--- config.mk ---
export PLATFORM = sky130hd
export DESIGN_NAME = placement_eval_flat
export DESIGN_NICKNAME = d
export VERILOG_FILES = /design/src/rtl/placement_pkg.sv /design/src/rtl/placement_eval_if.sv /design/src/rtl/manhattan_len.sv /design/src/rtl/placement_eval.sv /design/src/flat_wrapper.sv
export SDC_FILE = /design/constraint.sdc
export NUM_CORES = 1
export LEC_CHECK = 0
export ABC_AREA = 1
export CORE_MARGIN = 1.5
export CORE_UTILIZATION = 62
export CTS_BUF_LIST = sky130_fd_sc_hd__clkbuf_4 sky130_fd_sc_hd__clkbuf_8
export DETAILED_ROUTE_END_ITERATION = 12
export GPL_TIMING_DRIVEN = 0
export PLACE_DENSITY_LB_ADDON = 0.15
export SYNTH_ARGS = -nofsm -noshare
export SYNTH_HDL_FRONTEND = slang
export SYNTH_SLANG_ARGS = --single-unit
--- constraint.sdc ---
create_clock -name clk -period 13.64 [get_ports clk]
set_clock_uncertainty 0.15 [all_clocks]
set_input_delay 2.728 -clock clk [delete_from_list [all_inputs] [get_ports clk]]
set_output_delay 2.728 -clock clk [all_outputs]
set_load 0.02 [all_outputs]
--- src/rtl/placement_pkg.sv ---
// Shared constants, FSM encoding and helpers for the placement evaluator and the placer.
package placement_pkg;

    localparam int DATA_W_DEF = 32;
    localparam int ADDR_W_DEF = 4;
    localparam int UNPLACED   = -1;
    localparam int HIST_BINS  = 8;

    localparam logic [2:0] ST_IDLE    = 3'd0;
    localparam logic [2:0] ST_RD_EDGE = 3'd1;
    localparam logic [2:0] ST_RD_A    = 3'd2;
    localparam logic [2:0] ST_RD_B    = 3'd3;
    localparam logic [2:0] ST_ACC     = 3'd4;
    localparam logic [2:0] ST_DONE    = 3'd5;

    typedef enum logic [2:0] {
        S_IDLE    = ST_IDLE,
        S_RD_EDGE = ST_RD_EDGE,
        S_RD_A    = ST_RD_A,
        S_RD_B    = ST_RD_B,
        S_ACC     = ST_ACC,
        S_DONE    = ST_DONE
    } eval_state_e;

    // Lengths of 7 and above share the last histogram bin.
    function automatic logic [2:0] hist_bin(input int len);
        if (len >= 7) begin
            return 3'd7;
        end else begin
            return 3'(len);
        end
    endfunction

endpackage

--- src/rtl/placement_eval_if.sv ---
// Read-side bus between the evaluator (master) and the edge/position memories (slave).
interface placement_eval_if
    import placement_pkg::*;
#(
    parameter int ADDR_W = ADDR_W_DEF,
    parameter int DATA_W = DATA_W_DEF
);
    logic                     edge_re;
    logic [ADDR_W-1:0]        edge_addr;
    logic signed [DATA_W-1:0] ea_data;
    logic signed [DATA_W-1:0] eb_data;
    logic                     pos_re;
    logic [ADDR_W-1:0]        pos_addr;
    logic signed [DATA_W-1:0] pos_x;
    logic signed [DATA_W-1:0] pos_y;

    modport master (
        output edge_re, edge_addr, pos_re, pos_addr,
        input  ea_data, eb_data, pos_x, pos_y
    );

    modport slave (
        input  edge_re, edge_addr, pos_re, pos_addr,
        output ea_data, eb_data, pos_x, pos_y
    );
endinterface

--- src/rtl/manhattan_len.sv ---
// Manhattan distance between two cells, flagging any unplaced (-1) coordinate.
module manhattan_len
    import placement_pkg::*;
#(
    parameter int DATA_W = DATA_W_DEF
) (
    input  logic signed [DATA_W-1:0] xa_i,
    input  logic signed [DATA_W-1:0] ya_i,
    input  logic signed [DATA_W-1:0] xb_i,
    input  logic signed [DATA_W-1:0] yb_i,
    output logic signed [DATA_W-1:0] len_o,
    output logic                     any_unplaced_o
);
    localparam logic signed [DATA_W-1:0] UNP = DATA_W'(UNPLACED);

    logic signed [DATA_W-1:0] dx_s;
    logic signed [DATA_W-1:0] dy_s;

    // Absolute differences summed; the caller decides whether the result is meaningful.
    always_comb begin
        dx_s = xa_i - xb_i;
        dy_s = ya_i - yb_i;
        if (dx_s < 0) begin
            dx_s = -dx_s;
        end else begin
            dx_s = dx_s;
        end
        if (dy_s < 0) begin
            dy_s = -dy_s;
        end else begin
            dy_s = dy_s;
        end
        len_o          = dx_s + dy_s;
        any_unplaced_o = (xa_i == UNP) || (ya_i == UNP) || (xb_i == UNP) || (yb_i == UNP);
    end
endmodule

--- src/rtl/placement_eval.sv ---
// Scores a finished placement: wirelength cost, longest edge, unplaced count, overlap.
// Optional length histogram enabled by defining PLACEMENT_EVAL_HIST_EN.
module placement_eval
    import placement_pkg::*;
#(
    parameter int N_EDGE = 15,
    parameter int ADDR_W = ADDR_W_DEF,
    parameter int DATA_W = DATA_W_DEF
) (
    input  logic                     clk,
    input  logic                     reset,
    input  logic                     start,
    output logic                     busy,
    output logic                     done,
    placement_eval_if.master         mem,
    output logic signed [DATA_W-1:0] total_cost,
    output logic signed [DATA_W-1:0] max_len,
    output logic signed [DATA_W-1:0] unplaced_cnt,
    output logic                     overlap
`ifdef PLACEMENT_EVAL_HIST_EN
    ,
    input  logic [2:0]               hist_sel,
    output logic [DATA_W-1:0]        hist_cnt
`endif
);
    localparam logic [ADDR_W:0] N_EDGE_W = (ADDR_W+1)'(N_EDGE);
    localparam logic [ADDR_W:0] ONE_I    = (ADDR_W+1)'(1);
    localparam logic signed [DATA_W-1:0] COST_MAX = {1'b0, {(DATA_W-1){1'b1}}};

    eval_state_e              state_q;
    logic [ADDR_W:0]          i_q;
    logic [ADDR_W:0]          i_next_s;
    logic signed [DATA_W-1:0] a_q, b_q, xa_q, ya_q;
    logic signed [DATA_W-1:0] total_cost_q, max_len_q, unplaced_q;
    logic                     overlap_q, busy_q, done_q, edge_re_q;
    logic [ADDR_W-1:0]        edge_addr_q;
    logic signed [DATA_W-1:0] len_s;
    logic                     unp_s, scored_s, accept_s;
    logic [DATA_W:0]          sum_wide_s;
    logic signed [DATA_W-1:0] cost_d;

    manhattan_len #(.DATA_W(DATA_W)) u_len (
        .xa_i           (xa_q),
        .ya_i           (ya_q),
        .xb_i           (mem.pos_x),
        .yb_i           (mem.pos_y),
        .len_o          (len_s),
        .any_unplaced_o (unp_s)
    );

    // Edge scoring decision and saturating cost update; len-1 is never negative for a scored edge.
    always_comb begin
        i_next_s   = i_q + ONE_I;
        accept_s   = start && ((state_q == S_IDLE) || (state_q == S_DONE));
        scored_s   = !unp_s && (a_q != b_q) && (len_s != '0);
        sum_wide_s = {total_cost_q[DATA_W-1], total_cost_q} + {len_s[DATA_W-1], len_s}
                   - {{DATA_W{1'b0}}, 1'b1};
        if (sum_wide_s > {1'b0, COST_MAX}) begin
            cost_d = COST_MAX;
        end else begin
            cost_d = sum_wide_s[DATA_W-1:0];
        end
    end

    // Position reads are issued combinationally because RD_A addresses with the word just returned.
    always_comb begin
        mem.pos_re   = 1'b0;
        mem.pos_addr = '0;
        case (state_q)
            S_RD_A: begin
                mem.pos_re   = 1'b1;
                mem.pos_addr = mem.ea_data[ADDR_W-1:0];
            end
            S_RD_B: begin
                mem.pos_re   = 1'b1;
                mem.pos_addr = b_q[ADDR_W-1:0];
            end
            default: begin
                mem.pos_re   = 1'b0;
                mem.pos_addr = '0;
            end
        endcase
    end

    // Evaluation FSM with registered status, edge-read and result outputs.
    always_ff @(posedge clk) begin
        if (reset) begin
            state_q      <= S_IDLE;
            i_q          <= '0;
            a_q          <= '0;
            b_q          <= '0;
            xa_q         <= '0;
            ya_q         <= '0;
            total_cost_q <= '0;
            max_len_q    <= '0;
            unplaced_q   <= '0;
            overlap_q    <= 1'b0;
            busy_q       <= 1'b0;
            done_q       <= 1'b0;
            edge_re_q    <= 1'b0;
            edge_addr_q  <= '0;
        end else begin
            done_q      <= 1'b0;
            edge_re_q   <= 1'b0;
            edge_addr_q <= '0;
            case (state_q)
                S_IDLE, S_DONE: begin
                    if (accept_s) begin
                        total_cost_q <= '0;
                        max_len_q    <= '0;
                        unplaced_q   <= '0;
                        overlap_q    <= 1'b0;
                        i_q          <= '0;
                        if (N_EDGE_W == '0) begin
                            state_q <= S_DONE;
                            done_q  <= 1'b1;
                            busy_q  <= 1'b0;
                        end else begin
                            state_q   <= S_RD_EDGE;
                            busy_q    <= 1'b1;
                            edge_re_q <= 1'b1;
                        end
                    end
                end
                S_RD_EDGE: state_q <= S_RD_A;
                S_RD_A: begin
                    a_q     <= mem.ea_data;
                    b_q     <= mem.eb_data;
                    state_q <= S_RD_B;
                end
                S_RD_B: begin
                    xa_q    <= mem.pos_x;
                    ya_q    <= mem.pos_y;
                    state_q <= S_ACC;
                end
                S_ACC: begin
                    if (unp_s) begin
                        unplaced_q <= unplaced_q + DATA_W'(1);
                    end else if (a_q != b_q) begin
                        if (len_s == '0) begin
                            overlap_q <= 1'b1;
                        end else begin
                            total_cost_q <= cost_d;
                            if (len_s > max_len_q) begin
                                max_len_q <= len_s;
                            end
                        end
                    end
                    i_q <= i_next_s;
                    if (i_next_s < N_EDGE_W) begin
                        state_q     <= S_RD_EDGE;
                        edge_re_q   <= 1'b1;
                        edge_addr_q <= i_next_s[ADDR_W-1:0];
                    end else begin
                        state_q <= S_DONE;
                        busy_q  <= 1'b0;
                        done_q  <= 1'b1;
                    end
                end
                default: begin
                    state_q <= S_IDLE;
                    busy_q  <= 1'b0;
                end
            endcase
        end
    end

    assign busy          = busy_q;
    assign done          = done_q;
    assign mem.edge_re   = edge_re_q;
    assign mem.edge_addr = edge_addr_q;
    assign total_cost    = total_cost_q;
    assign max_len       = max_len_q;
    assign unplaced_cnt  = unplaced_q;
    assign overlap       = overlap_q;

`ifdef PLACEMENT_EVAL_HIST_EN
    logic [DATA_W-1:0] hist_q [HIST_BINS];

    // Length histogram of scored edges, cleared together with the other results.
    always_ff @(posedge clk) begin
        if (reset || accept_s) begin
            for (int k = 0; k < HIST_BINS; k++) begin
                hist_q[k] <= '0;
            end
        end else if ((state_q == S_ACC) && scored_s) begin
            hist_q[hist_bin(int'(len_s))] <= hist_q[hist_bin(int'(len_s))] + DATA_W'(1);
        end
    end

    assign hist_cnt = hist_q[hist_sel];
`endif
endmodule

--- src/flat_wrapper.sv ---
// flat-port wrapper written by rule: the top's interface ports become plain ports
module placement_eval_flat import placement_pkg::*;
#(
    parameter int N_EDGE = 15,
    parameter int ADDR_W = ADDR_W_DEF,
    parameter int DATA_W = DATA_W_DEF
)
  (clk, reset, start, busy, done, total_cost, max_len, unplaced_cnt, overlap, mem_edge_re, mem_edge_addr, mem_pos_re, mem_pos_addr, mem_ea_data, mem_eb_data, mem_pos_x, mem_pos_y);
  placement_eval_if #(.ADDR_W(ADDR_W), .DATA_W(DATA_W)) mem_i ();
  input  logic clk;
  input  logic reset;
  input  logic start;
  output logic busy;
  output logic done;
  output logic signed [DATA_W-1:0] total_cost;
  output logic signed [DATA_W-1:0] max_len;
  output logic signed [DATA_W-1:0] unplaced_cnt;
  output logic overlap;
  output wire logic [$bits(mem_i.edge_re)-1:0] mem_edge_re;
  output wire logic [$bits(mem_i.edge_addr)-1:0] mem_edge_addr;
  output wire logic [$bits(mem_i.pos_re)-1:0] mem_pos_re;
  output wire logic [$bits(mem_i.pos_addr)-1:0] mem_pos_addr;
  input wire logic [$bits(mem_i.ea_data)-1:0] mem_ea_data;
  input wire logic [$bits(mem_i.eb_data)-1:0] mem_eb_data;
  input wire logic [$bits(mem_i.pos_x)-1:0] mem_pos_x;
  input wire logic [$bits(mem_i.pos_y)-1:0] mem_pos_y;
  assign mem_edge_re = mem_i.edge_re;
  assign mem_edge_addr = mem_i.edge_addr;
  assign mem_pos_re = mem_i.pos_re;
  assign mem_pos_addr = mem_i.pos_addr;
  assign mem_i.ea_data = mem_ea_data;
  assign mem_i.eb_data = mem_eb_data;
  assign mem_i.pos_x = mem_pos_x;
  assign mem_i.pos_y = mem_pos_y;
  placement_eval #(.N_EDGE(N_EDGE), .ADDR_W(ADDR_W), .DATA_W(DATA_W)) u_core (.clk(clk), .reset(reset), .start(start), .busy(busy), .done(done), .mem(mem_i), .total_cost(total_cost), .max_len(max_len), .unplaced_cnt(unplaced_cnt), .overlap(overlap));
endmodule
Word-level counts from Yosys, hierarchy flattened

Index checks and enable logic that the tools add are counted.

Flip-flop bits (word level): 240
Latch bits: 0
Memory bits (writable): 0
Memory bits (read-only): 0
Bits of input ports: 131
Output and inout bits: 109
Word-level logic and storage cells: 102
Memories kept: 0

Add/sub/neg operators: 9
Multipliers: 0
Divide/modulo/power cells: 0
$lt $le $gt $ge: 5
Equal/unequal tests: 18
Shift operators: 0
Muxes and demuxes: 34
Bitwise gates (word level): 3
Reductions and logical operators: 19

Operators with widths:

| cell                  | count |
|---|---|
| $mux 32               | 12 |
| $pmux 32 s2           | 3 |
| $eq 32x1->1 const B   | 4 |
| $lt 32x1->1 const B   | 2 |
| $neg 32->32           | 2 |
| $sub 32x32->32        | 2 |
| $add 32x32->33        | 1 |
| $gt 33x31->1 const B  | 1 |
| $sub 33x1->33 const B | 1 |
| $add 32x2->32 const B | 1 |
| $add 32x32->32        | 1 |
| $gt 32x32->1          | 1 |
| $logic_not 32->1      | 1 |
| $ne 32x32->1          | 1 |
| $pmux 3 s5            | 1 |
| $mux 1                | 10 |
| $pmux 5 s2            | 1 |
| $reduce_and 5->1      | 2 |
| $ne 2x1->1 const B    | 4 |
| $ne 2x2->1 const B    | 4 |
| $pmux 4 s2            | 1 |
| $eq 3x2->1 const B    | 2 |
| $eq 3x3->1 const B    | 2 |
| $mux 3                | 2 |
| other kinds (16)      | 26 |

Logic depth before layout (Yosys ltp)

Depth in word-level cells: 12
Gate-level depth with buffers: 53
Gate-level depth less buffers: 52

Modules after synthesis

A second synthesis with hierarchy kept.

Cell total of the unflattened synthesis: 3703
Area total of the unflattened synthesis: 22227.6 um2

Modules (own cells, without submodules):

| module         | instances | cells each | area an instance (um2) | seq. area each (um2) |
|---|---|---|---|---|
| placement_eval | 1         | 1978       | 13534.2                | 4804.6 |
| manhattan_len  | 1         | 1725       | 8693.3                 | 0.0 |

Worst setup path before layout

Ideal clock, no wire load.

Kind: input port to flip-flop
Start point: input port mem_pos_y[0]
End point: register u_core.total_cost_q[1], in the netlist u_core.total_cost[1]
Setup time: 0.132 ns
Arrival: 8.518 ns
Data required time: 13.358 ns
Slack: 4.840 ns
Stages on the path: 43
Buffers on the path: 1
Cell sequence: ha_1 > inv_1 > fa_1 > inv_1 > ha_1 > nand3_1 > nor2_1 > nand2_1 > nor3_1 > nand2_1 > nor2_1 > nand3_1 > nor3_1 > nand3_1 > nand3b_1 > o21ai_1 > xor2_1 > ha_1 > (+7 left out) > ha_1 > nand2_1 > nor2_1 > inv_1 > nor2_1 > inv_1 > nor4_1 > nand2_1 > o211ai_1 > nand2_1 > nand2_1 > xor2_1 > clkbuf_1 > nand2_1 > nor2_1 > nor2_1 > nand2_1 > a21oi_1

Word-level cells in the longest chain between the ends: 12
Elaborated cells between the ends (all ways): 19
Classes of those cells: 5 x add/sub; 2 x order compare; 3 x eq/ne; 6 x mux; 3 x reduce/logical

Ends and longest elaborated chain:

| element                                    | RTL line                                 | RTL |
|---|---|---|
| start: declaration                         | flat_wrapper.sv:26                       | `input wire logic [$bits(mem_i.pos_y)-1:0] mem_pos_y;` |
| $sub 32x32->32                             | manhattan_len.sv:22                      | `dy_s = ya_i - yb_i;` |
| $neg 32->32 or $lt 32x1->1 (tied branches) | manhattan_len.sv:29, manhattan_len.sv:28 |  |
| $mux 32                                    | manhattan_len.sv:28                      | `if (dy_s < 0) begin` |
| $add 32x32->32                             | manhattan_len.sv:33                      | `len_o = dx_s + dy_s;` |
| $add 32x32->33                             | placement_eval.sv:56                     | `sum_wide_s = {total_cost_q[DATA_W-1], total_cost_q} + {len_s[DATA_W-1], len_s}` |
| $sub 33x1->33                              | placement_eval.sv:57                     | `- {{DATA_W{1'b0}}, 1'b1};` |
| $gt 33x31->1                               | placement_eval.sv:58                     | `if (sum_wide_s > {1'b0, COST_MAX}) begin` |
| $mux 32                                    | placement_eval.sv:58                     |  |
| $mux 32                                    | placement_eval.sv:140                    | `if (len_s == '0) begin` |
| $mux 32                                    | placement_eval.sv:139                    | `end else if (a_q != b_q) begin` |
| $mux 32                                    | placement_eval.sv:137                    | `if (unp_s) begin` |
| $pmux 32 s2                                | placement_eval.sv:106                    | `case (state_q)` |
| end signal: assignment                     | placement_eval.sv:143                    | `total_cost_q <= cost_d;` |
| end: declaration                           | placement_eval.sv:34                     | `logic signed [DATA_W-1:0] total_cost_q, max_len_q, unplaced_q;` |

Several ways; a longest one is shown, not always the timed one. The select of a mux whose other input is x is not followed.
A chain may end at the register's enable or synchronous reset.

Final worst setup path

Start point: input port mem_pos_y[0]
End point: register u_core.total_cost_q[2], in the netlist u_core.total_cost[2]

Same word-level chain as after synthesis.

==> metrics.yaml <==
outcome:
  outcome: "complete, no violations"
worst_setup_path:
  crit_path_max_fanout: 10
  crit_top_cell: "nand2_1"
  r2r_slack_ps: 5520
  required_ps: 13990
  critPathCaptureType: "register"
  slowest_stage: "clkdlybuf4s50_1"
  slowest_delay_ps: 540
  start_kind: "input pin"
  arrival_ps: 10750
  criticalPathCategory: "input pin to register"
clocking:
  root_buffer: "clkbuf_8"
  clk_path_buf_depth: 3
  cts.repair.resized: 0
  postCtsSetupRepairBufs: 0
  clk_latency_ps: 640
  clk_pin_slew_worst_paths_ps: 60
  numCtsBuffers: 43
  htreeDepth: 2
  hold_buffers: 0
  numClockSinks: 240
  tritoncts: "done"
global_route:
  antenna_found_initial: 0
  grt_pass1_wl_microns: 104400
  grt_overflow_total: 0
  grt_pass1_vias: 21720
  grt_start_max_net_pins: 14
  grt_usage_pct: 34.71
drt:
  vias: 24770
  drt-initial-drc-count: 1769
  wire_per_inst_microns: 14.66
  drt-pass1-iter-count: 7
  drt_wl_total_microns: 66890
  antenna_left: 0
  drc: 0
  viasPerCell: 5.429
placement:
  postPlaceCellArea_sq_um: 25380
  dp_hpwl_microns: 54790
  port_buffers: 238
  globalplace.congestion: 1.018
power:
  clkPwrFrac_pct: 15.6
  switching_power_w: 0.002520
  internal_power_w: 0.002402
  peakVddDrop_uv: 243.9
  power_frac_comb_pct: 68.4
  swShare_pct: 51.20
  powerDensity_nw_per_um2: 186.7
  seqPwrFrac_pct: 16.0
  leakage_nw: 12.83
logic_synthesis:
  yosysSeqAreaShare_pct: 21.43
  netlist_area_sq_um: 22420
  synth_commonest_cells: "nand2_1, inv_1, nor2_1"
  synth_top_cell_by_area: "dfxtp_1"
  synth-edff-count: 0
  synth.avg_cell_area_sq_um: 5.924
  yosys.cell_count.top_type: "nand2_1"
  synth.area.top_cells: "dfxtp_1, nand2_1, inv_1, ha_1, nor2_1"
  ys_ff_latch: 240
  ys.flop_type: "dfxtp_1"
  yosysTopAreaCellShare_pct: 21.43
  synth_cell_type_count: 55
  syn_inst: 3785
  yosys_warnings: 0
  syn_nets: 4096
  ys_async_sr_fraction_pct: 0
worst_hold_path:
  hold_path_class: "register to register"
floorplan:
  die_y_microns: 193.2
  io_pins: 240
  rows: 69
  core_area_sq_um: 35570
  start_util_pct: 63.04
  fp.dieArea_sq_um: 37320
  chipWidth_microns: 193.2
sta:
  slew_violations: 0
  rsz0062_at_grt: "no"
  setup_viol: 0
  min_period_ps: 10410
  whs_ps: 298.7
  worst_pin_slew_ps: 1069
  post-route-period-util_pct: 76.29
  relSlewSlack_pct: 28.74
  hold_viol: 0
  final.setup.tns_ps: 0
  clock.fmax_mhz: 96.10
final_layout:
  syn2layout_area_growth_pct: 17.55
  drive_above_1_share_pct: 4.221
  final_nets: 4379
  fin_util_pct: 74.11
  fin_area_sq_um: 26360
flow_run:
  cap_violations: 0
==> cells in the final DEF (no fill, tap or decap), types with 5 or more instances in the layout <==
cell and count:
nor4_1 33, xnor2_1 56, o211ai_1 5, nor2_1 405, nand4_1 87, nand3b_1 20
o21bai_1 12, inv_1 634, clkbuf_4 11, buf_1 9, clkbuf_1 70, inv_2 14
or2_2 10, nand2_1 1036, dfxtp_1 240, nand2_2 8, o21ai_0 181, ha_1 176
a21oi_1 286, xor2_1 111, buf_2 10, a31oi_1 8, clkbuf_8 55, nand3_1 234
clkdlybuf4s50_1 238, nor2_2 17, nand3_2 17, nor3_1 49
==> worst max-delay path, delay by kind of cell <==
kind / cells / cell delay [ps]
xor gates and xnor gates: 4 / 1190
adders and majority gates: 5 / 1680
and+or+nand+nor: 23 / 2800
AOI/OAI and AO/OA: 5 / 690
buffers and inverters: 8 / 1670
==> per-layer routing <==
metal,track usage (%),share of wire [%],up-vias
li1,-,-,12640
met1,44.03,43,11050
met2,58.01,46,898
met3,4.579,7.2,171
met4,16.83,4.6,0
met5,0,0,-
==> per-stage QoR <==
stage	power, W	std cells	worst slack (ps)
detailed placement	0.004089	4484	2771
global route	0.005364	4560	2489
finish	0.004922	4562	3234
floorplan	0.003316	3785	4840
CTS	0.004871	4560	3411
global placement	0.004049	4484	2854
==> power groups by stage <==
stage	registers, W	logic [W]	clock network [W]
global placement	0.000799	0.00325	0
floorplan	0.000809	0.00251	0
finish	0.000787	0.00337	0.000767
global route	0.000791	0.00377	0.000805
detailed placement	0.000800	0.00329	0
CTS	0.000785	0.00331	0.000774
==> layout make-up <==
| cell class | instances | area [sq um] |
|---|---|---|
| multi-input cells | 2798 | 14750 |
| fillers | 3146 | 9210 |
| flip-flops and latches | 240 | 4805 |
| inverters | 649 | 2436 |
| repair buffers | 238 | 2382 |
| clock buffers | 66 | 839.6 |
| well taps | 461 | 576.8 |
| plain buffers | 98 | 436.7 |
| clock inverters | 10 | 131.4 |
| diodes | 2 | 5.005 |
==> sequential cells by signal, summed over array words and instances (netlist names), 5 cells and up <==
signal	cells
u_core.max_len	32
u_core.total_cost	32
u_core.i_q	5
u_core.xa_q	32
u_core.unplaced_cnt	32
u_core.a_q	32
u_core.ya_q	32
u_core.b_q	32
==> kinds of logic after synthesis <==
kind of cell | count (synthesis) | synth area share, %
adder cells (fa/ha/maj) | 180 | 10.18
XOR/XNOR | 167 | 6.523
flip-flops | 240 | 21.43
buffers and inverters | 747 | 12.81
AO/OA/AOI/OAI | 518 | 12.10
AND/OR/NAND/NOR | 1933 | 36.96
==> path summary, 6_finish.rpt <==
kind	startpoint	to	cells past startpoint
min reg2reg	u_core.overlap	u_core.overlap	2
max	mem_pos_y[0]	u_core.total_cost[2]	45
max reg2reg	u_core.ya_q[0]	u_core.total_cost[2]	47
min	u_core.overlap	u_core.overlap	2
Note: power is estimated with default switching activity, not from simulation.
